[config.mk]
export PLATFORM = sky130hd
export DESIGN_NAME = dmem_seq
export DESIGN_NICKNAME = d
export VERILOG_FILES = /design/src/rtl/dmem_seq.sv
export SDC_FILE = /design/constraint.sdc
export NUM_CORES = 1
export LEC_CHECK = 0
export CAP_MARGIN = 20
export CORE_MARGIN = 1
export CORE_UTILIZATION = 50
export DETAILED_ROUTE_END_ITERATION = 10
export MAX_ROUTING_LAYER = met4
export PLACE_DENSITY = 0.9
export SETUP_SLACK_MARGIN = 0.3
export SKIP_LAST_GASP = 1
export SLEW_MARGIN = 10
export SYNTH_ARGS = -nofsm -noshare
export SYNTH_HDL_FRONTEND = slang
export SYNTH_SLANG_ARGS = --single-unit
[constraint.sdc]
create_clock -name clk -period 10.6 [get_ports clk]
set_input_delay 1.59 -clock clk [delete_from_list [all_inputs] [get_ports clk]]
set_output_delay 1.59 -clock clk [all_outputs]
set_load 0.01 [all_outputs]
[src/rtl/dmem_seq.sv]
// Y86-64 memory-stage sequencer: splits each 64-bit load/store into eight
// little-endian byte transfers on a byte-wide synchronous RAM, stalling the datapath.
module dmem_seq #(
    parameter int unsigned MEM_BYTES = 8192
) (
    input  logic        clk,
    input  logic        rst,
    input  logic        start,
    input  logic [3:0]  icode,
    input  logic [63:0] valE,
    input  logic [63:0] valA,
    input  logic [63:0] wdata,
    output logic        busy,
    output logic        done,
    output logic [63:0] rdata,
    output logic        err,
    output logic [63:0] mem_addr,
    output logic [7:0]  mem_wdata,
    output logic        mem_we,
    output logic        mem_re,
    input  logic [7:0]  mem_rdata
);

    typedef enum logic [2:0] {IDLE, WR, RD, RLAST, DONE} state_t;
    typedef enum logic [1:0] {CL_NONE, CL_WR, CL_RD} cls_t;

    // Highest base whose eight bytes still fit; compared unsigned so huge bases cannot wrap.
    localparam logic [63:0] LIMIT = 64'(MEM_BYTES - 8);

    state_t      state, state_nx;
    cls_t        cls;
    logic [63:0] base_sel;
    logic        range_err;
    logic [2:0]  cnt;
    logic [63:0] base_q;
    logic [63:0] wbuf_q;
    logic [63:0] rbuf_q;
    logic        err_q;

    // NOTE: every signal assigned in always_comb gets a default first, so no latch is inferred.
    always_comb begin
        cls      = CL_NONE;
        base_sel = valE;
        unique case (icode)
            4'h4, 4'h8, 4'hA: cls = CL_WR;
            4'h5:             cls = CL_RD;
            4'h9, 4'hB: begin
                cls      = CL_RD;
                base_sel = valA;
            end
            default:          cls = CL_NONE;
        endcase
        range_err = (base_sel > LIMIT);
    end

    // NOTE: sequential state uses non-blocking assignments so all flops update together at the edge.
    always_ff @(posedge clk or posedge rst) begin
        if (rst) state <= IDLE;
        else     state <= state_nx;
    end

    always_comb begin
        state_nx = state;
        unique case (state)
            IDLE: begin
                if (start) begin
                    if (cls == CL_NONE || range_err) state_nx = DONE;
                    else if (cls == CL_WR)           state_nx = WR;
                    else                             state_nx = RD;
                end
            end
            WR:      if (cnt == 3'd7) state_nx = DONE;
            RD:      if (cnt == 3'd7) state_nx = RLAST;
            RLAST:   state_nx = DONE;
            DONE:    state_nx = IDLE;
            default: state_nx = IDLE;
        endcase
    end

    // NOTE: the assembled-read buffer is a plain register, so it is reset along with the rest.
    always_ff @(posedge clk or posedge rst) begin
        if (rst) begin
            cnt    <= 3'd0;
            base_q <= 64'd0;
            wbuf_q <= 64'd0;
            rbuf_q <= 64'd0;
            err_q  <= 1'b0;
        end else begin
            unique case (state)
                IDLE: begin
                    if (start) begin
                        base_q <= base_sel;
                        wbuf_q <= wdata;
                        cnt    <= 3'd0;
                        err_q  <= (cls != CL_NONE) && range_err;
                    end
                end
                WR: cnt <= cnt + 3'd1;
                RD: begin
                    // RAM data lags the read enable by one cycle, so byte cnt-1 arrives now.
                    if (cnt != 3'd0) rbuf_q[{cnt - 3'd1, 3'b000} +: 8] <= mem_rdata;
                    cnt <= cnt + 3'd1;
                end
                RLAST:   rbuf_q[63:56] <= mem_rdata;
                default: ;
            endcase
        end
    end

    always_comb begin
        busy      = (state != IDLE);
        done      = (state == DONE);
        err       = err_q;
        rdata     = rbuf_q;
        mem_we    = (state == WR);
        mem_re    = (state == RD);
        mem_addr  = base_q + {61'd0, cnt};
        mem_wdata = (state == WR) ? wbuf_q[{cnt, 3'b000} +: 8] : 8'h00;
    end

endmodule
==> impl_metrics.env <==
export IMPL_status="completed"
export IMPL_total_power_uw=1940
export IMPL_ys_warn_count=0
export IMPL_core_sq_um=21000
export IMPL_root_buffer="clkbuf_16"
export IMPL_ant_nets=0
export IMPL_die_w_um=148
export IMPL_rsz0062_at_grt="false"
export IMPL_ioPinCount=348
export IMPL_final_hold_viol_count=0
export IMPL_dp_hpwl_um=26200
export IMPL_async_reset_ff_share_pct=100
export IMPL_htree_levels=4
export IMPL_cap_violations=0
export IMPL_drcViolationCount=0
export IMPL_syn_nets=1327
export IMPL_cp_start_kind="flop"
export IMPL_report_final_slew_viol_count=0
export IMPL_hold_slack_ns=0.479
export IMPL_cts_tree="done"
export IMPL_area_growth_pct=40.0
export IMPL_cp_max_fo=22
export IMPL_yosysSeqAreaShare_pct=46.5
export IMPL_cp_required_ns=9.01
export IMPL_pwr_density_cell_nw_per_um2=130
export IMPL_gr_total_overflow=0
export IMPL_syn_area_sq_um=10700
export IMPL_synth_edf_count=0
export IMPL_setup_tns_ns=0
export IMPL_grt_start_max_net_pins=145
export IMPL_fillers=1465
export IMPL_hold_buffers=0
export IMPL_firstDrtPassIters=5
export IMPL_dieArea_sq_um=22000
export IMPL_clock_latency_ns=0.44
export IMPL_wl_per_cell_um=19.8
export IMPL_arrival_ns=4.09
export IMPL_post_cts_buffers=0
export IMPL_wl_um=34000
export IMPL_worstMarginPinSlew_ns=1.04
export IMPL_grt_pass1_wl_um=52500
export IMPL_synth_top_flop_cell="dfrtp_1"
export IMPL_min_period_ns=5.68
export IMPL_dr_first_iter_drc_count=629
export IMPL_fmax_mhz=176
export IMPL_vias=9924
export IMPL_critPathCaptureType="output pin"
export IMPL_worstSetupPathType="reg -> out"
export IMPL_clock_path_buffers=2
export IMPL_peakVddDrop_v=0.0000892
export IMPL_slew_headroom_pct=30.1
export IMPL_dp_cells=1679
export IMPL_cts_made_buffers=17
export IMPL_clock_sinks=199
export IMPL_place_gp_congestion=0.938
export IMPL_std_cell_rows=53
export IMPL_path_clk_slew_ns=0.09
export IMPL_track_usage_pct=32.2
export IMPL_start_util_pct=50.9
export IMPL_io_buffers=347
export IMPL_insertedDiodeCount=0
export IMPL_avgSynthCellArea_sq_um=9.66
export IMPL_drt_vias_per_instance=5.80
export IMPL_final_cells=1712
export IMPL_yosys_cell_types_count=58
export IMPL_drive_gt1_share_pct=8.56
export IMPL_cts_resized_gates=0
export IMPL_grt_antenna_before_repair=0
export IMPL_finClkSkew_ns=0.0179
export IMPL_holdCritPathClass="reg -> reg"
export IMPL_die_y_um=148
export IMPL_setup_viol=0
export IMPL_grt_pass1_vias=9698
export IMPL_final_nets=1643
export IMPL_leakagePower_uw=0.00681
export IMPL_timing_final_crit_share_pct=53.6
export IMPL_synth_cells=1108
export IMPL_synth_seq_cells=199
-- power by group --
part / internal [uW] / switching, uW / total, uW
Sequential: 826 / 70.9 / 897
Combinational: 204 / 169 / 373
Clock: 326 / 345 / 671
Total: 1360 / 585 / 1940
-- sequential cells by signal, indices dropped and copies added, names as in the netlist --
register	cells
base_q	64
rdata	64
wbuf_q	64
cnt	3
state	3
err	1
-- layout make-up --
cell class | count | area, sq um | share of cell area [%]
sequential | 199 | 4980 | 33.2
inverter | 24 | 97.6 | 0.651
multi-input combinational | 827 | 5400 | 36.0
tap | 275 | 344 | 2.30
clock buffer | 17 | 425 | 2.84
timing repair buffer | 355 | 3550 | 23.7
clock inverter | 15 | 190 | 1.27
-- placed cells by master (no fill, tap or decap), types with 17 or more instances in the layout --
master	Yosys	layout
and2_1	23	22
clkbuf_16	0	17
clkdlybuf4s50_1	0	347
dfrtp_1	199	199
inv_1	24	23
mux2_2	50	50
mux2i_1	65	65
nand2_1	300	299
nand3_1	30	30
nand4_1	32	32
nor2_1	18	18
nor3_1	26	26
nor4_1	26	26
o21ai_0	78	77
xnor2_1	47	47
-- worst max-delay path, stage by stage (launching register included) --
cell and delay, ns:
dfrtp_1 0.92, inv_1 0.31, fa_1 0.53, nor2b_1 0.23, o21a_1 0.36, and4_1 0.40
nand4_1 0.15, xnor2_1 0.17, clkdlybuf4s50_1 0.57
-- logic make-up after synthesis --
| kind of cell | share of synthesized area, % |
|---|---|
| AND/OR/NAND/NOR | 22.4 |
| buffers and inverters | 3.16 |
| AO/OA/AOI/OAI | 6.60 |
| adder cells (fa/ha/maj) | 1.47 |
| multiplexers | 14.7 |
| flip-flops | 46.5 |
| XOR/XNOR | 5.15 |
-- cell usage after synthesis (2+ instances only) --
| cell type | count | share of area, % |
|---|---|---|
| nor2_1 | 18 | 0.63 |
| mux2_2 | 50 | 5.3 |
| o22ai_1 | 2 | 0.12 |
| xnor2_1 | 47 | 3.8 |
| nor3_1 | 26 | 1.2 |
| ha_1 | 11 | 1.3 |
| a21o_1 | 2 | 0.14 |
| nand4_2 | 2 | 0.23 |
| nand4_1 | 32 | 1.9 |
| a21oi_1 | 10 | 0.47 |
| inv_1 | 24 | 0.84 |
| nand4b_1 | 3 | 0.25 |
| nor4_1 | 26 | 1.5 |
| a311oi_1 | 3 | 0.25 |
| and4_1 | 10 | 0.82 |
| o21ai_0 | 78 | 3.6 |
| a22o_1 | 9 | 0.74 |
| buf_2 | 10 | 0.47 |
| mux2i_1 | 65 | 6.1 |
| and2_1 | 23 | 1.3 |
| a211oi_1 | 2 | 0.14 |
| xor2_1 | 16 | 1.3 |
| nor2b_1 | 3 | 0.18 |
| dfrtp_1 | 199 | 47 |
| nor4_2 | 2 | 0.23 |
| nand3_1 | 30 | 1.4 |
| clkbuf_1 | 45 | 1.6 |
| nand2_1 | 300 | 11 |
| nand3b_1 | 2 | 0.14 |
| nand2b_1 | 2 | 0.12 |
| mux4_2 | 16 | 3.4 |
| and3_1 | 14 | 0.82 |
-- path summary, 6_finish.rpt --
path | from | end | slack, ns | depth (start not counted)
worst max-delay path | cnt[1]$_DFFE_PP0P_ | mem_addr[38] | 4.92 | 8
worst min register to register | wbuf_q[57]$_DFFE_PP0P_ | wbuf_q[57]$_DFFE_PP0P_ | 0.48 | 2
worst min-delay path | wbuf_q[57]$_DFFE_PP0P_ | wbuf_q[57]$_DFFE_PP0P_ | 0.48 | 2
max in group asynchronous | rst | wbuf_q[8]$_DFFE_PP0P_ | 7.52 | 3
min in group asynchronous | rst | rdata[40]$_DFFE_PP0P_ | 1.78 | 2
worst max register to register | cnt[1]$_DFFE_PP0P_ | rdata[59]$_DFFE_PP0P_ | 6.85 | 8
-- layer usage --
layer	wire length, um	GRT usage [%]	up-vias
li1	-	-	4492
met1	14100	41.9	4881
met2	16500	51.8	475
met3	2330	4.82	76
met4	1020	10.9	0
met5	0	-	-
-- metrics by stage --
stage          util [%]  area [sq um]  setup WS (ns)
6_report           71.3         15000           4.92
5_1_grt            71.3         15000           4.72
4_1_cts            71.2         15000           4.91
3_5_place_dp       68.2         14300           5.41
3_3_place_gp       68.2         14300           5.49
2_1_floorplan         -         10700           3.58
No activity file was read; power rests on OpenSTA's default activity.
